File: src/rtl/game_timer_bank.sv
// game_timer_bank
//   Prescaled game-time counter plus NUM_CH programmable countdown channels
//   (one-shot or periodic).
//   Optional sticky status/irq: define GAME_TIMER_STICKY_EN.
// Ports:
//   clk, reset          rising-edge clock, async active-low reset
//   pause               level, freezes prescaler, gameTime and all channels
//   clear_time          pulse, zeroes gameTime and prescaler (channels untouched)
//   ld_en/ld_ch/ld_value/ld_periodic
//                       channel load; ld_value==0 cancels the channel
//   gameTime            elapsed game ticks
//   tick                one-cycle pulse per game tick
//   active/expired      per-channel running flag / one-cycle expiry pulse
//   status_clr/status/irq
//                       sticky expiry flags, W1C, OR'd irq (optional)

module game_timer_ch #(
  parameter int CH_W = 16
) (
  input  logic            clk,
  input  logic            reset,
  input  logic            load,
  input  logic [CH_W-1:0] ld_value,
  input  logic            ld_periodic,
  input  logic            dec_en,
  output logic            active,
  output logic            expired,
  output logic            fire
);
  logic [CH_W-1:0] count, reload;
  logic            periodic;

  // Expiry condition on this edge; a load on the same edge takes precedence.
  assign fire = !load && dec_en && active && (count == CH_W'(1));

  always_ff @(posedge clk or negedge reset) begin
    if (!reset) begin
      count    <= '0;
      reload   <= '0;
      periodic <= 1'b0;
      active   <= 1'b0;
      expired  <= 1'b0;
    end else begin
      expired <= fire;
      if (load) begin
        if (ld_value != '0) begin
          count    <= ld_value;
          reload   <= ld_value;
          periodic <= ld_periodic;
          active   <= 1'b1;
        end else begin
          count  <= '0;
          active <= 1'b0;
        end
      end else if (dec_en && active) begin
        if (count == CH_W'(1)) begin
          if (periodic) begin
            count <= reload;
          end else begin
            count  <= '0;
            active <= 1'b0;
          end
        end else begin
          count <= count - CH_W'(1);
        end
      end
    end
  end
endmodule

module game_timer_bank #(
  parameter int TIME_W   = 32,
  parameter int PRESCALE = 50000,
  parameter int NUM_CH   = 4,
  parameter int CH_W     = 16,
  localparam int IDX_W   = (NUM_CH > 1) ? $clog2(NUM_CH) : 1
) (
  input  logic              clk,
  input  logic              reset,
  input  logic              pause,
  input  logic              clear_time,
  input  logic              ld_en,
  input  logic [IDX_W-1:0]  ld_ch,
  input  logic [CH_W-1:0]   ld_value,
  input  logic              ld_periodic,
  output logic [TIME_W-1:0] gameTime,
  output logic              tick,
  output logic [NUM_CH-1:0] active,
  output logic [NUM_CH-1:0] expired,
  input  logic [NUM_CH-1:0] status_clr,
  output logic [NUM_CH-1:0] status,
  output logic              irq
);
  localparam int PW = $clog2(PRESCALE);

  logic [PW-1:0]     presc;
  logic [NUM_CH-1:0] fire;
  logic              dec_en;

  // Channels advance on the registered tick; clear and pause both suppress it.
  assign dec_en = tick && !pause && !clear_time;

  always_ff @(posedge clk or negedge reset) begin
    if (!reset) begin
      presc    <= '0;
      gameTime <= '0;
      tick     <= 1'b0;
    end else if (clear_time) begin
      presc    <= '0;
      gameTime <= '0;
      tick     <= 1'b0;
    end else if (pause) begin
      tick <= 1'b0;
    end else begin
      gameTime <= gameTime + TIME_W'(tick);
      if (presc == PW'(PRESCALE - 1)) begin
        presc <= '0;
        tick  <= 1'b1;
      end else begin
        presc <= presc + PW'(1);
        tick  <= 1'b0;
      end
    end
  end

  for (genvar i = 0; i < NUM_CH; i++) begin : g_ch
    game_timer_ch #(.CH_W(CH_W)) u_ch (
      .clk        (clk),
      .reset      (reset),
      .load       (ld_en && (ld_ch == IDX_W'(i))),
      .ld_value   (ld_value),
      .ld_periodic(ld_periodic),
      .dec_en     (dec_en),
      .active     (active[i]),
      .expired    (expired[i]),
      .fire       (fire[i])
    );
  end

`ifdef GAME_TIMER_STICKY_EN
  logic [NUM_CH-1:0] status_nxt;
  // A new expiry wins over a same-cycle clear.
  assign status_nxt = (status & ~status_clr) | fire;

  always_ff @(posedge clk or negedge reset) begin
    if (!reset) begin
      status <= '0;
      irq    <= 1'b0;
    end else begin
      status <= status_nxt;
      irq    <= |status_nxt;
    end
  end
`else
  logic unused_sticky;
  assign unused_sticky = ^{status_clr, fire};
  assign status = '0;
  assign irq    = 1'b0;
`endif
endmodule

File: config.mk
export PLATFORM = sky130hd
export DESIGN_NAME = game_timer_bank
export DESIGN_NICKNAME = d
export VERILOG_FILES = /design/src/rtl/game_timer_bank.sv
export SDC_FILE = /design/constraint.sdc
export NUM_CORES = 1
export LEC_CHECK = 0
export ABC_AREA = 1
export CORE_MARGIN = 2
export CORE_UTILIZATION = 30
export CTS_BUF_LIST = sky130_fd_sc_hd__clkbuf_8
export CTS_CLUSTER_DIAMETER = 150
export DETAILED_ROUTE_END_ITERATION = 8
export GPL_TIMING_DRIVEN = 0
export PLACE_DENSITY = 0.5
export SLEW_MARGIN = 20
export SYNTH_ARGS = -nofsm -noshare
export SYNTH_HDL_FRONTEND = slang
export SYNTH_HIERARCHICAL = 1
export SYNTH_SLANG_ARGS = --single-unit
File: constraint.sdc
create_clock -name clk -period 1.6 [get_ports clk]
set_input_delay 0.16 -clock clk [delete_from_list [all_inputs] [get_ports clk]]
set_output_delay 0.16 -clock clk [all_outputs]
set_load 0.02 [all_outputs]
==> out/results.ini, run 1 <==
[status]
outcome=finished with violations
violations=setup timing

[power]
p_clk_share_pct=23.1
power_leakage_nw=7.53
p_per_area_nw_per_um2=928
max-vdd-ir-drop_v=0.000532
p_int_mw=8.81
p_total_mw=14.1
sw_frac_of_total_pct=37.3
pwr-share-seq_pct=45.3
power_switching_mw=5.25
combPwrFrac_pct=31.6

[die]
initial_utilization_pct=30.4
die-area_um2=40600
die_y_um=202
die_w_um=202
core_area_um2=38600
io_pins=74
std_cell_rows=72

[clock_tree]
clock-root-buffer=clkbuf_8
clkTransAtPathRegs_ps=100
cts_tree=done
numCtsBuffers=17
cts_num_sinks=189
clk_path_buf_depth=2
htreeDepth=4
clk_latency_ps=490

[drt]
vias=11700
route.detailed.wl_per_inst_um=15.3
drtPass1Iterations=5
drc=0
routed_via_density=4.75
ant_nets=0
wirelength_um=37800
dr.first_iter.drc_count=604

[sta]
min_period_ps=1630
min_period_over_period_pct=102
maxSlewHeadroom_pct=45.1
finalSetupViolCount=9
grt_setup_unrepaired=true
fin_ws_ps=-32.1
maxSlewViolCount=0
tns_ps=-121
final_hold_viol_count=0
worstMarginPinSlew_ps=824
skew_ps=15.1
max_freq_mhz=613

[global_route]
grt_remaining_overflow=0
antenna_found_initial=0
grt_max_degree=86
grt_pass1_vias=11300
grt_pass1_wl_um=60400
grt_use_total_pct=18.7

[setup_path]
startpoint_type=register
r2r_end=g_ch[3].u_ch/count[7]
worstPathArrival_ps=2010
cp.required_ps=1980
end_kind=register
worst-path-max-fanout=6
cp_slowest_cell=dfrtp_1
cp_cell_sequence=inv_2 -> ha_4 -> nand3_4 -> nor2_4 -> nand2_4 -> buf_4 -> nand3_2 -> nand2_1 -> a21oi_2 -> nor2_1
path_class=register to register
worst-r2r-setup-slack_ps=-30
rr_startpoint=g_ch[3].u_ch/count[1]
crit_family=simple AND/OR/NAND/NOR gates
cp_num_buf_inv=2
reg2regPathDepth=10
critical_path.max_stage_delay_ps=410

[synth]
syn-cell-area_um2=11700
synthCells=1762
seq_area_frac_synth_pct=40.4
ys_ff_latch=189
synth_cell_types=35
syn_area_per_cell_um2=6.64
yosys_warnings=6

[hold_path]
holdPathEnd=gameTime[11]
hp-class=input port to register
worstHoldStart=clear_time
min_path_cells=2

[finish]
fill_cells=4145
layout-drive-gt1-share_pct=21.5
antenna_cells=0
finalNonFillerCells=2472
areaGrowthSynthToFinish_pct=29.4
design_area_um2=15200
fin_nets=1983

[flow_run]
drv_cap=0

[place]
place.gp.congestion=0.842
dp_slack_ps=-1290
port_buffers=64
place_area_um2=13100
dp_cells=2350
hpwl_um=25000

-- power groups by stage --
stage | clock (mW) | combinational (mW) | sequential (mW)
6_report | 3.24 | 4.45 | 6.37
2_1_floorplan | 0 | 2.38 | 6.19
3_5_place_dp | 0 | 3.25 | 6.38
3_3_place_gp | 0 | 3.18 | 6.38
4_1_cts | 3.43 | 3.93 | 6.29
5_1_grt | 3.57 | 4.98 | 6.49
-- timing repair --
| item | in CTS | in global routing |
|---|---|---|
| endpoints found under the hold margin | 172 | 0 |
| cloned | 6 | 0 |
| setup endpoints to repair | 180 | 137 |
| pin swaps | 30 | 75 |
| resized for setup | 181 | 175 |
| setup buffers | 52 | 35 |
| hold buffers | 1 | 0 |
-- worst register-to-register path: cells and delay by family, from the launching register on --
| family | cells | cell delay (ps) |
|---|---|---|
| simple gates | 6 | 510 |
| flops | 1 | 410 |
| buf+inv | 2 | 260 |
| compound gates | 1 | 190 |
| fa+ha+maj | 1 | 150 |
-- state kept, by name, summed over array words and instances (netlist names) --
signal,cells
g_ch.u_ch/reload,64
g_ch.u_ch/active,4
tick,1
gameTime,32
g_ch.u_ch/periodic,4
presc,16
g_ch.u_ch/expired,4
g_ch.u_ch/count,64
-- through the flow --
stage / utilization (%) / hold WS, ps
3_3_place_gp: 33.8 / 456
2_1_floorplan: - / -136
5_1_grt: 39.3 / 94.9
4_1_cts: 37.2 / 131
3_5_place_dp: 33.9 / 91.7
6_report: 39.3 / 118
-- worst max path at each step --
stage                                     start                    end  slack, ps  cells past startpoint
after floorplan                            tick  g_ch[0].u_ch/count[3]         40                      8
after global placement                    reset           gameTime[29]      -8440                      1
after detailed placement                  pause  g_ch[2].u_ch/count[7]      -1290                     10
after CTS                 g_ch[2].u_ch/count[0]  g_ch[2].u_ch/count[7]       -120                      8
after global routing      g_ch[2].u_ch/count[3]  g_ch[2].u_ch/count[7]       -120                     10
final                     g_ch[3].u_ch/count[1]  g_ch[3].u_ch/count[7]        -30                     10
-- synthesized netlist by cell type --
cell type / count / area [um^2]
nor2_1: 271 / 1020
nor2_2: 28 / 175
a31oi_1: 9 / 56.3
buf_2: 9 / 45.0
xor2_1: 8 / 70.1
ha_1: 11 / 138
nand3_2: 4 / 40.0
nand2_2: 6 / 37.5
inv_1: 167 / 627
clkbuf_1: 17 / 63.8
a22o_1: 1 / 8.76
dfrtp_1: 189 / 4730
nand2_4: 5 / 56.3
buf_6: 5 / 56.3
nand3b_1: 1 / 7.51
nand3_1: 148 / 741
nand4_1: 21 / 131
nor3_2: 1 / 10.0
inv_2: 10 / 37.5
o22ai_1: 1 / 6.26
buf_4: 13 / 97.6
o21ai_0: 65 / 325
a21oi_2: 24 / 210
nand2_1: 663 / 2490
and3_1: 1 / 6.26
buf_1: 2 / 7.51
xnor2_1: 1 / 8.76
nor2_4: 12 / 135
o21a_1: 1 / 7.51
a21oi_1: 43 / 215
conb_1: 1 / 3.75
a21boi_0: 1 / 7.51
o21bai_1: 9 / 67.6
nor3_1: 13 / 65.1
nor3b_1: 1 / 7.51
-- kinds of logic (layout without fill, tap and decap cells) --
family,count (synthesis),count (layout),synth area share [%]
compound gates,154,154,7.73
xor+xnor,9,9,0.673
fa+ha+maj,11,11,1.18
buf+inv,223,410,7.98
flops,189,189,40.4
other cells,1,5,0.0320
simple gates,1175,1176,42.0
-- layout make-up --
| class | instances | area, um^2 | share of cell area [%] |
|---|---|---|---|
| well taps | 518 | 648 | 4.28 |
| clock buffers | 18 | 248 | 1.64 |
| inverters | 177 | 669 | 4.42 |
| repair buffers | 158 | 1470 | 9.67 |
| multi-input cells | 1355 | 6850 | 45.2 |
| flip-flops and latches | 189 | 4760 | 31.4 |
| clock inverters | 11 | 123 | 0.809 |
| plain buffers | 46 | 388 | 2.56 |
-- metal layers --
| layer | wire, um | track usage [%] |
|---|---|---|
| met1 | 17900 | 25.8 |
| met5 | 0 | 0 |
| met3 | 1740 | 3.24 |
| met2 | 17500 | 30.1 |
| met4 | 638 | 5.12 |
-- cell usage in the layout (no fill, tap or decap), types with 12 or more instances in the layout --
cell type and n:
a21oi_1 27, a21oi_2 35, buf_4 92, buf_6 19, clkbuf_8 23, dfrtp_1 166
dfrtp_2 23, dlygate4sd2_1 46, dlymetal6s2s_1 12, inv_1 157, inv_2 19, nand2_1 621
nand2_2 41, nand2_4 12, nand3_1 121, nand3_2 23, nand4_1 21, nor2_1 241
nor2_2 31, nor2_4 40, o21ai_0 56
Note: power is estimated with default switching activity, not from simulation.
==> run 2: changes to the inputs <==
--- a/config.mk
+++ b/config.mk
@@ -9,7 +9,6 @@
 export CORE_MARGIN = 2
 export CORE_UTILIZATION = 30
 export CTS_BUF_LIST = sky130_fd_sc_hd__clkbuf_8
-export CTS_CLUSTER_DIAMETER = 150
 export DETAILED_ROUTE_END_ITERATION = 8
 export GPL_TIMING_DRIVEN = 0
 export PLACE_DENSITY = 0.5
==> results of run 2 <==
The final DEF is identical to that of run 1; final timing and power are the same.
